<file path="config.mk">
export PLATFORM = sky130hd
export DESIGN_NAME = thunderbird_main_flat
export DESIGN_NICKNAME = d
export VERILOG_FILES = /design/src/rtl/thunderbird_main_if.sv /design/src/rtl/thunderbird_main.sv /design/src/flat_wrapper.sv
export SDC_FILE = /design/constraint.sdc
export NUM_CORES = 1
export LEC_CHECK = 0
export CORE_AREA = 5 5 42 44
export CTS_CLUSTER_DIAMETER = 50
export DETAILED_ROUTE_END_ITERATION = 8
export DIE_AREA = 0 0 47 49
export GPL_ROUTABILITY_DRIVEN = 0
export GPL_TIMING_DRIVEN = 0
export PLACE_DENSITY = 0.65
export SKIP_CTS_REPAIR_TIMING = 1
export SLEW_MARGIN = 30
export SYNTH_ARGS = -nofsm -noshare
export SYNTH_HDL_FRONTEND = slang
export SYNTH_SLANG_ARGS = --single-unit
</file>
<file path="constraint.sdc">
create_clock -name clka -period 1.85 [get_ports clka]
set_input_delay 0.185 -clock clka [delete_from_list [all_inputs] [get_ports clka]]
set_output_delay 0.185 -clock clka [all_outputs]
set_load 0.02 [all_outputs]
</file>
<file path="src/rtl/thunderbird_main_if.sv">
// Lamp-controller bus: driver requests in, six lamp drives and the fault flag out.
interface thunderbird_main_if;
    logic brake;
    logic left;
    logic right;
    logic l0;
    logic l1;
    logic l2;
    logic r0;
    logic r1;
    logic r2;
    logic error;

    // Switch side: drives requests, observes lamps.
    modport master (
        output brake,
        output left,
        output right,
        input  l0,
        input  l1,
        input  l2,
        input  r0,
        input  r1,
        input  r2,
        input  error
    );

    // Lamp controller side.
    modport slave (
        input  brake,
        input  left,
        input  right,
        output l0,
        output l1,
        output l2,
        output r0,
        output r1,
        output r2,
        output error
    );
endinterface

</file>
<file path="src/rtl/thunderbird_main.sv">
// Thunderbird tail-light sequencer: three-lamp inner-to-outer turn sweep per side,
// brake on the non-turning side, sticky fault when left and right are requested together.
// Outputs are decoded from registers only, so no request reaches a lamp combinationally.
module thunderbird_main (
    input  logic                 clka,
    input  logic                 restart,
    thunderbird_main_if.slave    bus
);

    localparam logic [1:0] DIR_NONE  = 2'd0;
    localparam logic [1:0] DIR_LEFT  = 2'd1;
    localparam logic [1:0] DIR_RIGHT = 2'd2;

    logic [1:0] r_phase;
    logic [1:0] r_dir;
    logic       r_err;
    logic       r_brake_q;

    logic [1:0] w_phase_nxt;
    logic [1:0] w_dir_nxt;
    logic       w_err_nxt;
    logic       w_both;

    logic [2:0] w_pattern;
    logic [2:0] w_left_lamps;
    logic [2:0] w_right_lamps;

    // Sweep pattern, lamp 0 innermost: dark, then one, two, three lamps lit.
    function automatic logic [2:0] sweep_pattern(input logic [1:0] phase);
        logic [2:0] pat;
        case (phase)
            2'd1:    pat = 3'b001;
            2'd2:    pat = 3'b011;
            2'd3:    pat = 3'b111;
            default: pat = 3'b000;
        endcase
        return pat;
    endfunction

    assign w_both = bus.left & bus.right;

    // Next-state rules: fault dominates; a new side restarts the sweep at phase 1.
    always_comb begin
        w_phase_nxt = 2'd0;
        w_dir_nxt   = DIR_NONE;
        w_err_nxt   = r_err;
        if (r_err || w_both) begin
            w_err_nxt = 1'b1;
        end else if (bus.left) begin
            w_dir_nxt   = DIR_LEFT;
            w_phase_nxt = (r_dir == DIR_LEFT) ? r_phase + 2'd1 : 2'd1;
        end else if (bus.right) begin
            w_dir_nxt   = DIR_RIGHT;
            w_phase_nxt = (r_dir == DIR_RIGHT) ? r_phase + 2'd1 : 2'd1;
        end
    end

    // State registers; restart clears everything, including the sticky fault.
    always_ff @(posedge clka or posedge restart) begin
        if (restart) begin
            r_phase   <= 2'd0;
            r_dir     <= DIR_NONE;
            r_err     <= 1'b0;
            r_brake_q <= 1'b0;
        end else begin
            r_phase   <= w_phase_nxt;
            r_dir     <= w_dir_nxt;
            r_err     <= w_err_nxt;
            r_brake_q <= bus.brake;
        end
    end

    assign w_pattern = sweep_pattern(r_phase);

    // Lamp decode: turning side shows the sweep, every other lamp shows the registered brake.
    always_comb begin
        w_left_lamps  = {3{r_brake_q}};
        w_right_lamps = {3{r_brake_q}};
        case (r_dir)
            DIR_LEFT:  w_left_lamps  = w_pattern;
            DIR_RIGHT: w_right_lamps = w_pattern;
            default:   ;
        endcase
    end

    assign bus.l0    = w_left_lamps[0];
    assign bus.l1    = w_left_lamps[1];
    assign bus.l2    = w_left_lamps[2];
    assign bus.r0    = w_right_lamps[0];
    assign bus.r1    = w_right_lamps[1];
    assign bus.r2    = w_right_lamps[2];
    assign bus.error = r_err;

endmodule

</file>
<file path="src/flat_wrapper.sv">
// flat-port wrapper written by rule: the top's interface ports become plain ports
module thunderbird_main_flat 
  (clka, restart, bus_brake, bus_left, bus_right, bus_l0, bus_l1, bus_l2, bus_r0, bus_r1, bus_r2, bus_error);
  thunderbird_main_if bus_i ();
  input  logic clka;
  input  logic restart;
  input wire logic [$bits(bus_i.brake)-1:0] bus_brake;
  input wire logic [$bits(bus_i.left)-1:0] bus_left;
  input wire logic [$bits(bus_i.right)-1:0] bus_right;
  output wire logic [$bits(bus_i.l0)-1:0] bus_l0;
  output wire logic [$bits(bus_i.l1)-1:0] bus_l1;
  output wire logic [$bits(bus_i.l2)-1:0] bus_l2;
  output wire logic [$bits(bus_i.r0)-1:0] bus_r0;
  output wire logic [$bits(bus_i.r1)-1:0] bus_r1;
  output wire logic [$bits(bus_i.r2)-1:0] bus_r2;
  output wire logic [$bits(bus_i.error)-1:0] bus_error;
  assign bus_i.brake = bus_brake;
  assign bus_i.left = bus_left;
  assign bus_i.right = bus_right;
  assign bus_l0 = bus_i.l0;
  assign bus_l1 = bus_i.l1;
  assign bus_l2 = bus_i.l2;
  assign bus_r0 = bus_i.r0;
  assign bus_r1 = bus_i.r1;
  assign bus_r2 = bus_i.r2;
  assign bus_error = bus_i.error;
  thunderbird_main u_core (.clka(clka), .restart(restart), .bus(bus_i));
endmodule
</file>
# Yosys cells after proc, flatten, opt, wreduce, memory -nomap -nowiden
# Index checks and enable logic that the tools add are counted.
[op_classes]
n_addsub = 1
eq_ne = 5
n_mux = 11
n_bitwise = 1
n_reduce_logical = 1
[ops]
columns = ["operator", "n"]
rows = [
  ["2-to-1 mux 2 bit", 8],
  ["case mux 3 bit (3 select lines)", 1],
  ["equality test 2 bit, second input constant", 3],
  ["2-to-1 mux 3 bit", 2],
  ["equality test 2 x 1 -> 1 bit, second input constant", 2],
  ["adder 2 x 1 -> 2 bit, second input constant", 1],
  ["bitwise AND 1 bit", 1],
  ["logical OR 1 bit", 1],
]
[totals]
register_bits = 6
input_bits = 5
out_inout_bits = 7
word_cells = 23

# Depth between registers and ports, before layout
# Gate-level depths: netlist of run 1.
[depth]
ltp_word = 5
mapped_depth = 4
ltp_nobuf = 4

# Least setup slack after synthesis of run 1
# OpenSTA, ideal clock, no wires.
[synth_timing]
path_type = "register to output"
from = "reg u_core.r_phase[0]"
to = "out bus_l1"
arrival_ns = 1.209
t_required_ns = 1.665
setup_slack_ns = 0.456
path_stages_with_launch = 4
cell_sequence = "dfrtp_1 ha_1 or2_2 mux2_2"
[synth_via]
elab_chain_cells = 3
[synth_rtl]
columns = ["element", "line_no", "text"]
rows = [
  ["start, declared", "thunderbird_main.sv:14", "logic [1:0] r_phase;"],
  ["start signal, assigned", "thunderbird_main.sv:66", "r_phase <= w_phase_nxt;"],
  ["equality test 2 bit / equality test 2 x 1 -> 1 bit (equally long branches)", "thunderbird_main.sv:31", "case (phase)"],
  ["case mux 3 bit (3 select lines) (*)", "thunderbird_main.sv:31", ""],
  ["2-to-1 mux 3 bit (*)", "thunderbird_main.sv:79", "case (r_dir)"],
  ["end, declared", "flat_wrapper.sv:11", "output wire logic [$bits(bus_i.l1)-1:0] bus_l1;"],
]
# Every way passes the cells marked *; elsewhere a longest branch is shown, timed or not.

# Final worst setup path of run 1
# Same ends and word-level chain as after synthesis.

==> metrics.csv, run 1 <==
metric,value,unit
number of port buffers,11,
combinational fraction of design power,0.140,
initial antenna violation count,0,
"CP delay by family, top",flip-flops,
Crit Path Category,reg -> out,
pre-CTS WS,-0.06527,ns
Cells after Synth,32,
CP Capture Type,output pin,
number of H-tree levels,1,
Clock Path Buffers,2,
final WL,733,um
crit path time final,1.758,ns
nets@finish,57,
crit start category,flip-flop,
register area share after synthesis,0.3947,
Cell Int Power,0.2283,mW
Switching Share,0.2245,
synthesized net count,40,
clock group share of total power,0.404,
# setup viols final,0,
f_max,0.5689,GHz
required time of the critical path,1.66,ns
Ports,12,
# diodes,0,
"Distinct cells, synth",16,
Placed Instances,59,
CP max stage delay,0.39,ns
CTS tree,done,
Max Clock Skew,0.001377,ns
clk root buf,clkbuf_4,
vias in the first global route,275,
most frequent cells in the layout,"dfrtp_1, clkdlybuf4s50_1, inv_1, dlymetal6s2s_1",
status,"complete, no violations",
worst rel slew slack,0.8198,
final-report hold violation count,0,
MaxCap Viol Count,0,
die span in x,47,um
Final WS setup,0.09214,ns
Pre-Repair DR Iteration Count,4,
fraction of layout cells with a size suffix above 1,0.2766,
crit path from,u_core.r_phase[0]$_DFF_PP0_,
Fill cells,148,
"FF+latch count, synth",6,
CP Buf/Inv Count,1,
Initial Util,0.2714,
core area,1401,sq um
CTS Buf Count,3,
Routed Antenna Nets,0,
CP max stage cell,dfrtp_1,
first-pass GRT wire length,1166,um
"most common cell after layout, fill and taps aside",dfrtp_1,
via count,285,
Worst Path Max Fanout,3,
area of the multi-input gates,220.2,sq um
final cell count without fillers,63,
cells along the critical path,ha_1 > or2_2 > mux2_2 > clkbuf_2,
Min Hold Slack,0.1546,ns
vias per inst,4.524,
largest net degree at the start of global routing,7,
register area,150.1,sq um
worst slew pin tran,0.2697,ns
Area after DPL,510.5,sq um
full die area,2303,sq um
Syn Std Cell Area,380.4,sq um
DRC violation count after routing,0,
Worst-path clk slew,0.04,ns
R2R Path Start,u_core.r_dir[1]$_DFF_PP0_,
grt total ovfl,0,
worst hold-check path type,in -> async,
VDD IR-drop max,0.2578,mV
WL/cell,11.63,um
Rows,14,
P_leak,0.2628,nW
"Area growth, synth to finish",43.42,%
setup_tns,0,ns
syn_area_per_cell,11.89,sq um
Clock Sinks,6,
sequential share of power,0.456,
RSZ-0062 raised after global routing,false,
Sw Pwr,0.06607,mW
WP data arrival,1.57,ns
First DRT Iteration DRCs,7,
fin area,545.5,sq um
yosys warns,0,
fin crit share,0.9502,
P per Cell Area,539.6,nW/um^2
Die Height,49,um
Slew Limit Fails,0,
GR Util All Layers,0.07496,
Clock Latency Late Sink,0.24,ns
==> power groups by stage <==
stage,sequential (mW),combinational [mW],clock [mW]
2_1_floorplan,0.136,0.0198,0
3_3_place_gp,0.136,0.0446,0
3_5_place_dp,0.136,0.0450,0
4_1_cts,0.134,0.0451,0.127
5_1_grt,0.134,0.0441,0.136
6_report,0.134,0.0412,0.119
==> area by class of cell <==
class                      count  share of cell area
multi-input combinational     22              0.4037
sequential                     6              0.2752
timing repair buffer          12              0.2156
clock buffer                   3             0.04128
tap                           16             0.03670
inverter                       4             0.02752
==> Yosys cell counts <==
cell type  n  share of area
or2_2      1          0.016
nor3b_1    2          0.039
nor2b_2    1          0.023
and2b_4    1          0.026
nand2b_1   1          0.016
inv_1      4          0.039
a22o_1     1          0.023
a21o_1     1          0.020
nand3b_1   2          0.039
mux2_2     2          0.059
dfrtp_1    6           0.39
a21oi_1    1          0.013
nand4bb_1  2          0.059
mux2i_1    2          0.053
mux2_4     2          0.079
ha_1       3          0.099
==> state kept, by name, indices dropped and copies added, names as in the netlist <==
name              cells
u_core.r_phase        2
u_core.r_brake_q      1
u_core.r_dir          2
u_core.bus.error      1
==> routing by layer <==
metal,GRT usage,vias up,part of all wire
met4,0.08295,0,0.023
met1,0.08909,131,0.44
met2,0.09502,11,0.47
met3,0.02214,2,0.065
met5,0,-,0
li1,-,141,-
==> metrics by stage <==
step / utilization / power [mW]
CTS: 0.3804 / 0.3062
global placement: 0.3643 / 0.1806
global route: 0.3893 / 0.3148
finish: 0.3893 / 0.2944
detailed placement: 0.3643 / 0.1811
floorplan: - / 0.1556
==> logic make-up (layout without fill, tap and decap cells) <==
family / after synthesis / after routing / synth area share
buffers and inverters: 4 / 19 / 0.03946
AOI/OAI and AO/OA: 3 / 3 / 0.05592
DFF: 6 / 6 / 0.3947
adders and majority gates: 3 / 3 / 0.09869
muxes: 6 / 6 / 0.1908
and+or+nand+nor: 10 / 10 / 0.2204
==> final timing paths <==
check | end | slack, ns | depth (start not counted)
setup / recovery | bus_l1 | 0.09 | 4
hold / removal | u_core.r_dir[0]$_DFF_PP0_ | 0.15 | 2
setup reg to reg | u_core.r_phase[0]$_DFF_PP0_ | 0.86 | 2
hold reg to reg | u_core.bus.error$_DFFE_PP0N_ | 0.52 | 1
max in group asynchronous | u_core.r_brake_q$_DFF_PP0_ | 1.50 | 2
min in group clka | u_core.r_brake_q$_DFF_PP0_ | 0.40 | 1
No activity file was read; power rests on OpenSTA's default activity.
==> inputs of run 2 (changes only) <==
Clock period 1.85 ns to 2.3 ns, I/O delays scaled along.
==> metrics.csv, run 2 (synthesized netlist as in run 1, its figures left out) <==
metric,value,unit,change
crit start category,flip-flop,,
"Area growth, synth to finish",40.13,%,
fraction of layout cells with a size suffix above 1,0.2174,,-0.05920
Clock Sinks,6,,unchanged
Worst Path Max Fanout,4,,+1
crit path time final,2.203,ns,
Clock Path Buffers,2,,unchanged
CP max stage delay,0.53,ns,+0.14 ns
Rows,14,,unchanged
number of port buffers,11,,unchanged
# diodes,0,,unchanged
via count,283,,-0.70%
final WL,699,um,-4.6%
Crit Path Category,reg -> out,,
Worst-path clk slew,0.04,ns,about the same
# setup viols final,0,,unchanged
final cell count without fillers,62,,-1.6%
status,"complete, no violations",,
full die area,2303,sq um,unchanged
register area,150.1,sq um,unchanged
Clock Latency Late Sink,0.24,ns,about the same
Pre-Repair DR Iteration Count,4,,unchanged
required time of the critical path,2.07,ns,+0.41 ns
first-pass GRT wire length,1166,um,unchanged
Placed Instances,59,,unchanged
Max Clock Skew,0.001694,ns,+0.0003170 ns
grt total ovfl,0,,unchanged
Ports,12,,unchanged
Top Registers,"u_core.r_dir x2, u_core.r_phase x2",,
Routed Antenna Nets,0,,unchanged
"most common cell after layout, fill and taps aside",clkdlybuf4s50_1,,
number of H-tree levels,1,,unchanged
Slew Limit Fails,0,,unchanged
Min Hold Slack,0.2016,ns,+0.04695 ns
WL/cell,11.27,um,-3.1%
fin crit share,0.9579,,
CTS Buf Count,3,,unchanged
setup_tns,0,ns,unchanged
final core occ,0.3804,,-0.008929
Die Height,49,um,unchanged
f_max,0.4539,GHz,
P per Cell Area,449.4,nW/um^2,-17%
vias per inst,4.565,,+0.90%
worst slew pin tran,0.2752,ns,+0.005468 ns
First DRT Iteration DRCs,7,,unchanged
WP data arrival,1.97,ns,+0.40 ns
CP max stage cell,clkdlybuf4s50_1,,
DRC violation count after routing,0,,unchanged
final-report hold violation count,0,,unchanged
CP Capture Type,output pin,,
Initial Util,0.2714,,unchanged
nets@finish,56,,-1.8%
most frequent cells in the layout,"clkdlybuf4s50_1, dfrtp_1, inv_1, ha_1, clkbuf_4",,
worst rel slew slack,0.8162,,-0.003653
GR Util All Layers,0.07496,,unchanged
Pwr Total,0.2395,mW,-19%
die span in x,47,um,unchanged
CTS tree,done,,
MaxCap Viol Count,0,,unchanged
initial antenna violation count,0,,unchanged
area of the multi-input gates,215.2,sq um,-2.3%
VDD IR-drop max,0.2189,mV,-15%
largest net degree at the start of global routing,7,,unchanged
P_leak,0.2199,nW,-16%
cells along the critical path,ha_1 > or2_2 > mux2_2 > clkdlybuf4s50_1,,
RSZ-0062 raised after global routing,false,,
clk root buf,clkbuf_4,,
core area,1401,sq um,unchanged
Fill cells,149,,+0.68%
vias in the first global route,275,,unchanged
worst hold-check path type,in -> async,,
run 2: stage by stage:
| step | setup slack (ns) | cell area (sq um) |
|---|---|---|
| floorplan | 0.8612 | 380.4 |
| global placement | 0.3478 | 510.5 |
| detailed placement | 0.3397 | 510.5 |
| CTS | 0.07218 | 533.0 |
| global route | 0.01598 | 533.0 |
| finish | 0.09693 | 533.0 |
run 2: metal layers:
| layer | part of all wire | vias up | global-route usage | routed length (um) |
|---|---|---|---|---|
| li1 | - | 139 | - | - |
| met2 | 0.47 | 13 | 0.09502 | 329 |
| met5 | 0 | - | 0 | 0 |
| met3 | 0.067 | 2 | 0.02214 | 47 |
| met4 | 0.024 | 0 | 0.08295 | 17 |
| met1 | 0.44 | 129 | 0.08909 | 306 |
run 2: worst paths after layout:
| check | from | endpoint | slack [ns] | cells after the start |
|---|---|---|---|---|
| setup / recovery | u_core.r_phase[0]$_DFF_PP0_ | bus_l1 | 0.1 | 4 |
| hold / removal | restart | u_core.r_dir[0]$_DFF_PP0_ | 0.20 | 2 |
| setup reg to reg | u_core.r_phase[0]$_DFF_PP0_ | u_core.r_phase[1]$_DFF_PP0_ | 1.31 | 4 |
| hold reg to reg | u_core.bus.error$_DFFE_PP0N_ | u_core.bus.error$_DFFE_PP0N_ | 0.52 | 1 |
| max in group asynchronous | restart | u_core.r_phase[0]$_DFF_PP0_ | 1.90 | 2 |
| min in group clka | bus_brake | u_core.r_brake_q$_DFF_PP0_ | 0.44 | 1 |
run 2: cell type report:
| type | count | area share |
|---|---|---|
| Inverter | 4 | 0.02817 |
| Timing Repair Buffer | 11 | 0.2066 |
| Clock buffer | 3 | 0.04225 |
| Tap cell | 16 | 0.03756 |
| Multi-Input combinational cell | 22 | 0.4038 |
| Sequential cell | 6 | 0.2817 |
run 2: report_power, final:
part	internal (mW)	leakage, nW	switching (mW)	total (mW)
sequential	0.107	0.0763	0.00106	0.108
combinational	0.0205	0.130	0.0153	0.0359
clock	0.0589	0.0138	0.0368	0.0958
run 2: worst max-delay path, delay by kind of cell (launching register included):
kind,cells,cell delay (ns)
adder cells (fa/ha/maj),1,0.23
multiplexers,1,0.26
buffers and inverters,1,0.53
AND/OR/NAND/NOR,1,0.30
flip-flops,1,0.40
==> inputs of run 3 (changes only) <==
--- a/config.mk
+++ b/config.mk
@@ -6,4 +6,5 @@
 export NUM_CORES = 1
 export LEC_CHECK = 0
+export CAP_MARGIN = 40
 export CORE_AREA = 5 5 42 44
 export CTS_CLUSTER_DIAMETER = 50
==> constraint.sdc (replaced) <==
create_clock -name clka -period 2.3 [get_ports clka]
set_input_delay 0.575 -clock clka [delete_from_list [all_inputs] [get_ports clka]]
set_output_delay 0.575 -clock clka [all_outputs]
set_load 0.02 [all_outputs]
==> metrics.csv, run 3 (synthesized netlist as in run 1, its figures left out) <==
metric,value,unit,change
number of port buffers,11,,unchanged
Reg2Reg Capture Point,u_core.r_phase[0]$_DFF_PP0_,,
# diodes,0,,unchanged
WL/cell,11.48,um,+1.9%
Max Clock Skew,0.001694,ns,unchanged
WP data arrival,1.64,ns,-0.33 ns
# setup viols final,0,,unchanged
Placed Instances,59,,unchanged
fin crit share,0.9624,,+0.004588
Pre-Repair DR Iteration Count,4,,unchanged
CP Capture Type,output pin,,
vias in the first global route,275,,unchanged
GR Util All Layers,0.07496,,unchanged
setup_tns,0,ns,unchanged
grt total ovfl,0,,unchanged
Clock Latency Late Sink,0.24,ns,about the same
clk root buf,clkbuf_4,,
DRT met1 WL,307,um,+0.33%
Initial Util,0.2714,,unchanged
worst slew pin tran,0.2752,ns,-0.0000002384 ns
DRC violation count after routing,0,,unchanged
P per Cell Area,430.6,nW/um^2,-4.2%
Cell Int Power,0.1851,mW,-0.64%
CTS tree,done,,
nets@finish,56,,unchanged
full die area,2303,sq um,unchanged
Routed Antenna Nets,0,,unchanged
Worst-path clk slew,0.04,ns,about the same
Rows,14,,unchanged
clock group share of total power,0.402,,+0.002
First DRT Iteration DRCs,7,,unchanged
met3 wire length,54,um,+15%
P_leak,0.2752,nW,+25%
"Area growth, synth to finish",45.39,%,
hold depth,1,,
Sw Pwr,0.05305,mW,-0.32%
final-report hold violation count,0,,unchanged
cell count of the worst reg-to-reg path,2,,-2
met2 wire len,333,um,+1.2%
initial antenna violation count,0,,unchanged
uppermost layer routed,met4,,
via count,284,,+0.35%
status,"complete, no violations",,
"Endpoint, Worst Hold",u_core.bus.error$_DFFE_PP0N_,,
RSZ-0062 raised after global routing,false,,
Ports,12,,unchanged
Worst Min Path Start,u_core.bus.error$_DFFE_PP0N_,,
Switching Share,0.2228,,+0.0005571
vias per inst,4.581,,+0.35%
core area,1401,sq um,unchanged
Worst Path Max Fanout,4,,unchanged
f_max,0.4517,GHz,-0.48%
final WL,712,um,+1.9%
first-pass GRT wire length,1166,um,unchanged
die span in x,47,um,unchanged
worst rel slew slack,0.8162,,unchanged
Crit Path Category,reg -> out,,
combinational fraction of design power,0.145,,-0.005
CTS Buf Count,3,,unchanged
fraction of layout cells with a size suffix above 1,0.2174,,unchanged
Die Height,49,um,unchanged
Clock Sinks,6,,unchanged
largest net degree at the start of global routing,7,,unchanged
Top Registers,"u_core.r_dir x2, u_core.r_phase x2",,
Slew Limit Fails,0,,unchanged
crit start category,flip-flop,,
VDD IR-drop max,0.2214,mV,+1.1%
final cell count without fillers,62,,unchanged
worst hold-check path type,reg -> reg,,
crit path time final,2.214,ns,+0.01055 ns
number of H-tree levels,1,,unchanged
most frequent cells in the layout,"dlymetal6s2s_1, dfrtp_1, clkdlybuf4s50_1, inv_1",,
MaxCap Viol Count,0,,unchanged
sequential share of power,0.453,,+0.002
required time of the critical path,1.73,ns,-0.34 ns
Fill cells,148,,-0.67%
Clock Path Buffers,2,,unchanged
R2R setup slack,1.31,ns,about the same
R2R Path Start,u_core.r_dir[1]$_DFF_PP0_,,
==> run 3: cell types whose count changed in the layout (fill, tap and decap cells not counted) <==
| cell | previous run | this run |
|---|---|---|
| nor2b_2 | 1 | 0 |
| nor2b_4 | 0 | 1 |
| clkdlybuf4s50_1 | 11 | 5 |
| dlymetal6s2s_1 | 0 | 6 |
==> run 3: power groups by stage <==
stage | Clock [mW] | Combinational [mW] | Sequential (mW)
2_1_floorplan | 0 | 0.0160 | 0.109
3_3_place_gp | 0 | 0.0359 | 0.109
3_5_place_dp | 0 | 0.0362 | 0.109
4_1_cts | 0.102 | 0.0363 | 0.108
5_1_grt | 0.110 | 0.0370 | 0.108
6_report | 0.0958 | 0.0345 | 0.108
==> run 3: routing by layer <==
layer | GRT usage | vias up
li1 | - | 139
met1 | 0.08909 | 130
met2 | 0.09502 | 13
met3 | 0.02214 | 2
met4 | 0.08295 | 0
met5 | 0 | -
==> run 3: area by class of cell <==
type	count	area, sq um	share of cell area
tap	16	20.02	0.03620
timing repair buffer	11	125.1	0.2262
inverter	4	15.01	0.02715
clock buffer	3	22.52	0.04072
multi-input combinational	22	220.2	0.3982
sequential	6	150.1	0.2715
==> run 3: worst max-delay path, stage by stage (launching register included) <==
cell,delay (ns)
dfrtp_1,0.40
ha_1,0.23
or2_2,0.30
mux2_2,0.26
dlymetal6s2s_1,0.20
==> run 3: worst max-delay path by stage <==
| stage | startpoint | to | slack [ns] | cells past startpoint |
|---|---|---|---|---|
| after detailed placement | u_core.r_phase[0]$_DFF_PP0_ | bus_l1 | -0.005 | 4 |
| after global placement | u_core.r_phase[0]$_DFF_PP0_ | bus_l1 | 0.003 | 4 |
| final | u_core.r_phase[0]$_DFF_PP0_ | bus_l1 | 0.09 | 4 |
| after CTS | u_core.r_phase[0]$_DFF_PP0_ | bus_l1 | -0.27 | 4 |
| after floorplan | u_core.r_phase[0]$_DFF_PP0_ | bus_l1 | 0.52 | 3 |
| after global routing | u_core.r_phase[0]$_DFF_PP0_ | bus_l1 | 0.004 | 5 |
==> run 3: through the flow <==
stage                 util  setup slack, ns  hold slack [ns]  power [mW]  area (sq um)
floorplan                -           0.5162           0.3660      0.1251         380.4
global placement    0.3643         0.002754           0.5174      0.1452         510.5
detailed placement  0.3643        -0.005266           0.5160      0.1457         510.5
CTS                 0.3804          -0.2728           0.5268      0.2463         533.0
global route        0.3946         0.003765           0.5470      0.2547         553.0
finish              0.3946          0.08638           0.5211      0.2382         553.0
